==> config.mk <==
export PLATFORM = sky130hd
export DESIGN_NAME = cla32_clk
export DESIGN_NICKNAME = d
export VERILOG_FILES = /design/src/rtl/cla32_clk_pkg.sv /design/src/rtl/cla32_clk_cla4.sv /design/src/rtl/cla32_clk.sv
export SDC_FILE = /design/constraint.sdc
export NUM_CORES = 1
export LEC_CHECK = 0
export CAP_MARGIN = 20
export CELL_PAD_IN_SITES_DETAIL_PLACEMENT = 2
export CELL_PAD_IN_SITES_GLOBAL_PLACEMENT = 2
export CORE_MARGIN = 2
export CORE_UTILIZATION = 33
export CTS_CLUSTER_DIAMETER = 150
export CTS_CLUSTER_SIZE = 12
export DETAILED_ROUTE_END_ITERATION = 12
export PLACE_DENSITY = 0.79
export SETUP_SLACK_MARGIN = 0.1
export SYNTH_ARGS = -nofsm -noshare
export SYNTH_HDL_FRONTEND = slang
export SYNTH_SLANG_ARGS = --single-unit
==> constraint.sdc <==
create_clock -name clk -period 4.2 [get_ports clk]
set_input_delay 1.05 -clock clk [delete_from_list [all_inputs] [get_ports clk]]
set_output_delay 1.05 -clock clk [all_outputs]
set_load 0.02 [all_outputs]
==> src/rtl/cla32_clk_pkg.sv <==
// cla32_clk_pkg: shared width and lookahead group size for the registered CLA
package cla32_clk_pkg;
    localparam int WIDTH   = 32;
    localparam int CLA_GRP = 4;
endpackage

==> src/rtl/cla32_clk_cla4.sv <==
// cla4: 4-bit combinational carry-lookahead adder group
module cla4 (
    input  logic [3:0] a,
    input  logic [3:0] b,
    input  logic       ci,
    output logic [3:0] s,
    output logic       co
);
    logic [3:0] g, p;
    logic [4:1] c;
    always_comb begin
        g    = a & b;
        p    = a ^ b;
        c[1] = g[0] | (p[0] & ci);
        c[2] = g[1] | (p[1] & g[0]) | (p[1] & p[0] & ci);
        c[3] = g[2] | (p[2] & g[1]) | (p[2] & p[1] & g[0]) | (p[2] & p[1] & p[0] & ci);
        c[4] = g[3] | (p[3] & g[2]) | (p[3] & p[2] & g[1]) | (p[3] & p[2] & p[1] & g[0])
             | (p[3] & p[2] & p[1] & p[0] & ci);
        s    = p ^ {c[3:1], ci};
        co   = c[4];
    end
endmodule

==> src/rtl/cla32_clk.sv <==
// cla32_clk: input-registered, output-registered carry-lookahead adder (2-cycle latency)
module cla32_clk #(
    parameter int WIDTH = cla32_clk_pkg::WIDTH
) (
    input  logic             clk,
    input  logic             rst,
    input  logic [WIDTH-1:0] a,
    input  logic [WIDTH-1:0] b,
    input  logic             ci,
    output logic [WIDTH-1:0] s,
    output logic             co
);
    import cla32_clk_pkg::*;
    localparam int NG = WIDTH / CLA_GRP;
    logic [WIDTH-1:0] a_q, b_q, s_q, s_d;
    logic             ci_q, co_q, co_d;
    logic [NG:0]      gc;
    assign gc[0] = ci_q;
    for (genvar i = 0; i < NG; i++) begin : g_grp
        cla4 u_cla4 (
            .a  (a_q[i*CLA_GRP +: CLA_GRP]),
            .b  (b_q[i*CLA_GRP +: CLA_GRP]),
            .ci (gc[i]),
            .s  (s_d[i*CLA_GRP +: CLA_GRP]),
            .co (gc[i+1])
        );
    end
    assign co_d = gc[NG];
    always_ff @(posedge clk or posedge rst) begin
        if (rst) begin
            a_q  <= '0;
            b_q  <= '0;
            ci_q <= 1'b0;
            s_q  <= '0;
            co_q <= 1'b0;
        end else begin
            a_q  <= a;
            b_q  <= b;
            ci_q <= ci;
            s_q  <= s_d;
            co_q <= co_d;
        end
    end
    assign s  = s_q;
    assign co = co_q;
endmodule

Yosys cells after proc, flatten, opt, wreduce, memory -nomap -nowiden
Cells that the tools add are included.
{ "totals": {"register_bits": 98, "input_bits": 67, "out_inout_bits": 33, "elab_cells": 237} }
{ "op_classes": {"bitwise_logic": 232} }
{ "ops": {"columns": ["cell", "n"], "rows": [
  ["bitwise AND 1 bit", 128],
  ["bitwise OR 1 bit", 80],
  ["bitwise XOR 4 bit", 16],
  ["bitwise AND 4 bit", 8]
]} }

Logic depth before layout (Yosys ltp)
Gate-level depths: netlist (run 1).
{ "depth": {"depth_word": 21, "mapped_depth": 9} }

Cells and area by module
A second synthesis (run 1) with hierarchy kept.
{ "unflattened": {"cells_unflattened": 215, "hier_area_um2": 3562.2} }
{ "modules_own_cells": {"columns": ["mod", "n_inst", "cells_each", "area_each_um2", "seq_area_each_um2"], "rows": [
  ["cla32_clk", 1, 99, 2456.1, 2452.4],
  ["cla4 (g_grp[3].u_cla4 ...)", 5, 13, 132.6, 0.0],
  ["cla4 (g_grp[0].u_cla4 ...)", 3, 17, 147.6, 0.0]
]} }

Worst setup path before layout (run 1)
OpenSTA, ideal clock, no wires.
{ "synth_path": {"kind": "register to register", "from": "reg a_q[10]", "to": "reg s_q[29] (netlist: s[29])", "setup_ps": 126, "arrival_ps": 2365, "path_slack_ps": 1709, "path_stages_with_launch": 10, "n_path_buf": 0, "period_less_slack_ps": 2491, "cell_sequence": "dfrtp_1 -> ha_1 -> and3_4 -> a221o_2 -> nand3_2 -> a41oi_4 -> a21oi_4 -> o21bai_1 -> fa_1 -> xor2_1"} }
{ "synth_via": {"elab_chain_cells": 17, "elab_cells_between_ends": 24, "classes_between": "bitwise (24)"} }
{ "synth_lines": {"columns": ["item", "line", "source"], "rows": [
  ["start, declared", "cla32_clk.sv:15", "logic [WIDTH-1:0] a_q, b_q, s_q, s_d;"],
  ["start signal, assigned", "cla32_clk.sv:31", "a_q <= '0;"],
  ["start signal, assigned", "cla32_clk.sv:37", "a_q <= a;"],
  ["bitwise AND 4 bit / bitwise XOR 4 bit (equally long branches)", "cla32_clk_cla4.sv:12, cla32_clk_cla4.sv:13", null],
  ["bitwise AND 1 bit, on equally long branches", "cla32_clk_cla4.sv:17, cla32_clk_cla4.sv:18", null],
  ["bitwise OR 1 bit, or another cell as far along (2 in a row)", "cla32_clk_cla4.sv:17", "c[4] = g[3] | (p[3] & g[2]) | (p[3] & p[2] & g[1]) | (p[3] & p[2] & p[1] & g[0])"],
  ["bitwise OR 1 bit / bitwise AND 1 bit (equally long branches)", "cla32_clk_cla4.sv:17, cla32_clk_cla4.sv:18", null],
  ["bitwise OR 1 bit *", "cla32_clk_cla4.sv:18", "| (p[3] & p[2] & p[1] & p[0] & ci);"],
  ["bitwise AND 1 bit *", "cla32_clk_cla4.sv:18", null],
  ["bitwise OR 1 bit *", "cla32_clk_cla4.sv:18", null],
  ["bitwise AND 1 bit *", "cla32_clk_cla4.sv:18", null],
  ["bitwise OR 1 bit *", "cla32_clk_cla4.sv:18", null],
  ["bitwise AND 1 bit *", "cla32_clk_cla4.sv:18", null],
  ["bitwise OR 1 bit *", "cla32_clk_cla4.sv:18", null],
  ["bitwise AND 1 bit *", "cla32_clk_cla4.sv:18", null],
  ["bitwise OR 1 bit *", "cla32_clk_cla4.sv:18", null],
  ["bitwise AND 1 bit *", "cla32_clk_cla4.sv:14", "c[1] = g[0] | (p[0] & ci);"],
  ["bitwise OR 1 bit *", "cla32_clk_cla4.sv:14", null],
  ["bitwise XOR 4 bit *", "cla32_clk_cla4.sv:19", "s = p ^ {c[3:1], ci};"],
  ["net g_grp[7].u_cla4.s[1]", "cla32_clk_cla4.sv:6", "output logic [3:0] s,"],
  ["end signal, assigned", "cla32_clk.sv:34", "s_q <= '0;"],
  ["end signal, assigned", "cla32_clk.sv:40", "s_q <= s_d;"],
  ["end, declared", "cla32_clk.sv:15", null]
]} }
Mark *: on every way through the listed nets, which the timed path passes. The rest lies on a longest branch.

Worst setup path after layout (run 1)
{ "layout_path": {"from": "reg a_q[0]", "to": "reg s_q[29] (netlist: s[29])"} }
{ "layout_via": {"elab_chain_cells": 19, "elab_cells_between_ends": 22, "classes_between": "bitwise (22)"} }
{ "layout_lines": {"columns": ["item", "line"], "rows": [
  ["bitwise AND 4 bit / bitwise XOR 4 bit (equally long branches)", "cla32_clk_cla4.sv:12, cla32_clk_cla4.sv:13"],
  ["bitwise AND 1 bit, on equally long branches", "cla32_clk_cla4.sv:17, cla32_clk_cla4.sv:18"],
  ["bitwise OR 1 bit / bitwise AND 1 bit (equally long branches)", "cla32_clk_cla4.sv:17, cla32_clk_cla4.sv:18"],
  ["bitwise OR 1 bit *", "cla32_clk_cla4.sv:18"],
  ["bitwise AND 1 bit *", "cla32_clk_cla4.sv:18"],
  ["bitwise OR 1 bit *", "cla32_clk_cla4.sv:18"],
  ["bitwise AND 1 bit *", "cla32_clk_cla4.sv:18"],
  ["bitwise OR 1 bit *", "cla32_clk_cla4.sv:18"],
  ["[... 4 more ...]", null],
  ["bitwise AND 1 bit *", "cla32_clk_cla4.sv:18"],
  ["bitwise OR 1 bit *", "cla32_clk_cla4.sv:18"],
  ["bitwise AND 1 bit *", "cla32_clk_cla4.sv:18"],
  ["bitwise OR 1 bit *", "cla32_clk_cla4.sv:18"],
  ["bitwise AND 1 bit *", "cla32_clk_cla4.sv:14"],
  ["bitwise OR 1 bit *", "cla32_clk_cla4.sv:14"],
  ["bitwise XOR 4 bit *", "cla32_clk_cla4.sv:19"],
  ["net g_grp[7].u_cla4.s[1]", "cla32_clk_cla4.sv:6"]
]} }
Marks and branches as above.

==> impl_metrics.csv, run 1 <==
group,metric,value,unit
floorplan,core,11500,um2
worst_setup_path,rr_worst_depth,9,
timing,grt_setup_unrepaired,"false",
yosys,synth_top_area_share,63.1,%
yosys,yosys-top-cells-count,"dfrtp_1 (98), ha_1 (32), a21oi_1 (14)",
final_layout,drive_gt1_share,8.85,%
power_and_ir_drop,peakVddDrop,0.292,mV
timing,relSlewSlack,42.0,%
clock_network,cts.sinks,98,
route,post_drt_via_cell_ratio,4.70,
floorplan,num_rows,39,
clock_network,hold_buffers,0,
yosys,async_flop_share,100,%
power_and_ir_drop,leakage,0.00240,uW
timing,tightest_slew,0.869,ns
yosys,synth.most_common_cell,"dfrtp_1",
worst_setup_path,end_kind,"register",
clock_network,clkSlewWorstSetupHoldPaths,0.07,ns
floorplan,die-height,113,um
yosys,syn_nets,374,
final_layout,diodes,0,
route,drt_first_pass_iters,4,
timing,timing.fmax,366,MHz
power_and_ir_drop,total_power,2490,uW
final_layout,final_util,47.1,%
clock_network,h-tree-depth,3,
place,gp_congestion,0.777,
final_layout,multi_input_area,1390,um2
status,status,"finished clean",
yosys,synth_cell_type_count,38,
clock_network,clk_latency,0.35,ns
clock_network,root_buffer,"clkbuf_16",
grt,grt_max_degree,73,
grt,grt_pass1_wl,14.5,mm
place,placed_area,5070,um2
yosys,avgSynthCellArea,14.6,um2
timing,tns,0,ns
route,finalWirelength,8.46,mm
route,drc,0,
floorplan,initial_core_util,33.9,%
clock_network,post_cts_buffers,0,
floorplan,dieArea,12700,um2
yosys,yosys_register_bits,98,
route,via_count,2475,
yosys,synth_fa_ha_area_share,14.4,%
worst_setup_path,crit_arrival,2.96,ns
worst_setup_path,worstSetupStartpoint,"a_q[0]$_DFF_PP0_",
timing,finalCritPeriodShare,65.1,%
power_and_ir_drop,p_per_area,461,nW/um2
final_layout,regArea,2450,um2
worst_setup_path,endpoint,"s[29]$_DFF_PP0_",
worst_setup_path,r2r_slack,1.47,ns
clock_network,cts_max_path_buffers,2,
route,ant_nets,0,
route,routedWlPerCell,16.1,um
worst_setup_path,worstPathRequired,4.43,ns
yosys,synth-xor-area-share,4.73,%
yosys,synthCells,267,
floorplan,die_w,113,um
final_layout,fin_area,5400,um2
timing,final-hold-violation-count,0,
clock_network,cts_resized,0,
clock_network,cts_made_buffers,9,
timing,skew,0.00807,ns
timing,period_needed,2.73,ns
hold_path,hp-class,"register to register",
floorplan,ios,100,
timing,slew_viol_final,0,
clock_network,cts_tree,"built",
yosys,synth_area_leaders,"dfrtp_1 (63%), ha_1 (10%), fa_1 (4.1%)",
place,io_buffers,99,
yosys,synth_top_family_by_area,"adder cells",
place,dp.cells,511,
yosys,synth-simple-area-share,4.83,%
yosys,synth_mux_area_share,0,%
grt,overflow,0,
worst_setup_path,r2r-end,"s[29]$_DFF_PP0_",
worst_setup_path,cp_max_fo,5,
final_layout,instances_no_fill,527,
grt,antenna_found_initial,0,
job,drv_cap,0,
route,drt_iter0_markers,44,
yosys,synth.largest_area_cell,"dfrtp_1",
worst_setup_path,timing.rr.start,"a_q[0]$_DFF_PP0_",
grt,track_usage,14.9,%
timing,setup_viol,0,
yosys,synth_edf_count,0,
yosys,synthFlopType,"dfrtp_1",
yosys,synthesis.area,3880,um2
yosys,synth_compound_gate_area_share,11.7,%
grt,first_global_vias,2909,
worst_setup_path,critPathLaunchType,"register",
worst_setup_path,critical_path_class,"register to register",
final_layout,area.growth.synth_to_final,38.9,%
place,hpwl,6.55,mm
final_layout,n_fill_cell,1103,
final_layout,nNetsFinal,486,
yosys,yosysWarnings,0,
yosys,ys_seq_area_share,63.1,%
[layout by cell type (no fill, tap or decap), types with 2 or more instances in the layout]
master	count
dfrtp_1	98
o21ai_0	10
inv_1	11
nand4_1	2
nand2_1	9
a211oi_1	2
fa_1	8
inv_6	3
nand3_1	4
xor2_1	12
bufinv_16	2
a31oi_1	2
o21bai_1	6
clkbuf_16	9
ha_1	32
buf_4	2
a21oi_1	14
o21a_1	3
xnor2_1	9
a21o_1	10
nand3_2	2
clkdlybuf4s50_1	99
nor2_1	12
[power breakdown]
part	internal [uW]	switching (uW)
Combinational	264	263
Sequential	1040	38.9
Clock	527	353
[cell families (layout without fill, tap and decap cells)]
group / after synthesis / after routing
AOI/OAI and AO/OA: 60 / 60
xor gates and xnor gates: 21 / 21
adders and majority gates: 40 / 40
buffers and inverters: 12 / 129
DFF: 98 / 98
and+or+nand+nor: 36 / 36
[area by class of cell]
| cell class | instances | share of cell area (%) |
|---|---|---|
| clock buffer | 9 | 4.17 |
| clock inverter | 7 | 1.83 |
| inverter | 12 | 0.881 |
| multi-input combinational | 157 | 25.7 |
| sequential | 98 | 45.4 |
| tap | 143 | 3.32 |
| timing repair buffer | 101 | 18.6 |
[worst max-delay path: stages (launching register included)]
cell and delay (ns):
dfrtp_1 0.39, ha_1 0.32, a211oi_1 0.38, o21ai_0 0.25, nand3_2 0.18, a41oi_4 0.18, a21oi_4 0.25, o21bai_1 0.10
fa_1 0.38, xor2_1 0.18
[metal layers]
metal  GRT usage, %  part of all wire (%)
met1           16.0                    37
met2           27.3                    55
met3           5.78                   6.3
met4           3.90                   1.1
met5              0                     0
[metrics by stage]
| step | worst slack (ns) | hold slack [ns] |
|---|---|---|
| 2_1_floorplan | 0.588 | 0.538 |
| 3_3_place_gp | 1.58 | 0.548 |
| 3_5_place_dp | 1.44 | 0.566 |
| 4_1_cts | 1.42 | 0.584 |
| 5_1_grt | 1.20 | 0.600 |
| 6_report | 1.47 | 0.572 |
[registers in the layout, indices dropped and copies added, names as in the netlist]
| signal | flops |
|---|---|
| a_q | 32 |
| b_q | 32 |
| ci_q | 1 |
| co | 1 |
| s | 32 |
[worst min-delay path by stage]
stage / from / to / slack (ns) / cells after the start
after floorplan: b_q[8]$_DFF_PP0_ / s[8]$_DFF_PP0_ / 0.54 / 1
after global placement: b_q[24]$_DFF_PP0_ / s[24]$_DFF_PP0_ / 0.55 / 1
after detailed placement: b_q[20]$_DFF_PP0_ / s[20]$_DFF_PP0_ / 0.57 / 1
after CTS: b_q[24]$_DFF_PP0_ / s[24]$_DFF_PP0_ / 0.58 / 1
after global routing: b_q[24]$_DFF_PP0_ / s[24]$_DFF_PP0_ / 0.60 / 1
final: b_q[24]$_DFF_PP0_ / s[24]$_DFF_PP0_ / 0.57 / 1
Note: power is estimated with default switching activity, not from simulation.
==> inputs of run 2 (changes only) <==
- CORE_UTILIZATION: 33 -> 30
- PLACE_DENSITY: 0.79 -> 0.75
- clock period: 4.2 -> 2.46 ns (I/O delays scaled with it)
==> run 2 against run 1 <==
  * Sequential share of layout area shrank 2.3 points
  * Critical path type unchanged
  * Worst hold slack lost 0.0042 ns
  * Cell area rose by 5.4%
  * Global-route usage fell by 0.68 points
  * Sequential power rose by 71%
  * Combinational power up 87%
  * First-iteration DRC count is 25% higher
  * Sequential cell count unchanged
  * Die area rose by 9.6%
  * Clock-buffer cell count increased by 5
==> impl_metrics.csv, run 2 (synthesis results as in run 1) <==
group,metric,value,unit
floorplan,num_rows,41,
final_layout,area.growth.synth_to_final,46.3,%
timing,hold_slack,0.567,ns
place,place_ws,-0.0387,ns
worst_setup_path,cp_max_fo,3,
power_and_ir_drop,p_per_area,734,nW/um2
place,placed_area,5280,um2
route,routedWlPerCell,16.3,um
worst_setup_path,crit_arrival,2.61,ns
grt,grt_max_degree,71,
clock_network,root_buffer,"clkbuf_16",
timing,tightest_slew,0.365,ns
clock_network,cts_made_buffers,9,
route,topRoutingLayerUsed,"met4",
clock_network,cts_tree,"built",
final_layout,final_common_cell,"clkdlybuf4s50_1",
place,io_buffers,99,
final_layout,fin_area,5690,um2
worst_setup_path,critPathLaunchType,"register",
clock_network,clk_latency,0.35,ns
timing,timing.fmax,420,MHz
timing,setup_viol,0,
clock_network,h-tree-depth,3,
timing,skew,0.00975,ns
worst_setup_path,r2r-end,"s[29]$_DFF_PP0_",
route,drc,0,
timing,fin_ws,0.0799,ns
worst_setup_path,critical_path_class,"register to register",
grt,antenna_found_initial,0,
timing,grt_setup_unrepaired,"true",
hold_path,hp-class,"register to register",
final_layout,diodes,0,
grt,track_usage,14.2,%
job,drv_cap,0,
place,dp.cells,550,
floorplan,core,12600,um2
worst_setup_path,endpoint,"s[29]$_DFF_PP0_",
grt,first_global_vias,2961,
route,route.met2.wl,5.13,mm
worst_setup_path,worstPathRequired,2.69,ns
floorplan,initial_core_util,30.8,%
final_layout,drive_gt1_share,16.5,%
route,wl_met3,562,um
route,drt_first_pass_iters,3,
floorplan,dieArea,13900,um2
clock_network,cts_max_path_buffers,2,
power_and_ir_drop,leakage,0.00247,uW
worst_setup_path,end_kind,"register",
floorplan,die_w,118,um
clock_network,cts.sinks,98,
timing,period_needed,2.38,ns
worst_setup_path,timing.rr.start,"a_q[9]$_DFF_PP0_",
grt,overflow,0,
timing,final-hold-violation-count,0,
timing,relSlewSlack,75.6,%
route,via_count,2545,
status,status,"finished clean",
place,hpwl,6.98,mm
worst_setup_path,rr_worst_depth,9,
final_layout,n_fill_cell,1268,
final_layout,final_util,45.1,%
power_and_ir_drop,peakVddDrop,0.310,mV
route,met1Wirelength,3.52,mm
grt,grt_pass1_wl,15.0,mm
worst_setup_path,worstSetupStartpoint,"a_q[9]$_DFF_PP0_",
floorplan,ios,100,
route,finalWirelength,9.34,mm
place,gp_congestion,0.756,
final_layout,nNetsFinal,502,
route,drt_iter0_markers,55,
route,ant_nets,0,
final_layout,instances_no_fill,572,
floorplan,die-height,118,um
final_layout,layout_common_cells,"clkdlybuf4s50_1 (99), dfrtp_1 (98), ha_1 (26), buf_4 (17), a21oi_1 (14)",
route,post_drt_via_cell_ratio,4.45,
worst_setup_path,r2r_slack,0.08,ns
timing,finalCritPeriodShare,96.8,%
timing,slew_viol_final,0,
clock_network,clkSlewWorstSetupHoldPaths,0.07,ns
-- run 2: worst min-delay path by stage --
stage | from | endpoint | slack (ns) | depth (start not counted)
final | a_q[4]$_DFF_PP0_ | s[4]$_DFF_PP0_ | 0.57 | 1
after global routing | a_q[4]$_DFF_PP0_ | s[4]$_DFF_PP0_ | 0.60 | 1
after CTS | b_q[4]$_DFF_PP0_ | s[4]$_DFF_PP0_ | 0.58 | 1
after detailed placement | b_q[24]$_DFF_PP0_ | s[24]$_DFF_PP0_ | 0.56 | 1
after global placement | b_q[24]$_DFF_PP0_ | s[24]$_DFF_PP0_ | 0.55 | 1
after floorplan | b_q[8]$_DFF_PP0_ | s[8]$_DFF_PP0_ | 0.54 | 1
-- run 2: critical path, cell delays in order (launching register included) --
cell and delay, ns:
dfrtp_1 0.41, ha_4 0.25, and3_4 0.18, a221o_2 0.39, nand3_4 0.10, a41oi_4 0.15
a21oi_4 0.19, o21bai_1 0.09, fa_2 0.34, xor2_1 0.16
-- run 2: per-stage QoR --
stage,total power [uW],setup TNS [ns]
after floorplan,2350,0
after global placement,2800,0
after detailed placement,2840,-0.0577
after CTS,4230,0
after global routing,4400,-0.0593
final,4170,0
-- run 2: power by group --
| group | total, uW | internal (uW) | switching (uW) |
|---|---|---|---|
| Combinational | 986 | 502 | 484 |
| Clock | 1330 | 766 | 568 |
| Sequential | 1850 | 1780 | 71.5 |
-- run 2: what timing repair did --
item,in CTS,in global routing
pin swaps,5,7
setup endpoints to repair,11,11
gates resized for setup,8,11
setup buffers,3,3
hold buffers,0,0
gates cloned,0,0
-- run 2: per-layer routing --
layer | vias to the layer above | track usage, %
li1 | 1181 | -
met1 | 1291 | 14.9
met2 | 62 | 25.8
met3 | 11 | 5.52
met4 | 0 | 5.20
met5 | - | 0
-- run 2: layout make-up --
type | instances | area (um2) | area share [%]
clock buffer | 14 | 274 | 4.82
clock inverter | 2 | 10.0 | 0.176
inverter | 12 | 48.8 | 0.858
multi-input combinational | 157 | 1550 | 27.2
sequential | 98 | 2450 | 43.1
tap | 172 | 215 | 3.79
timing repair buffer | 117 | 1140 | 20.0
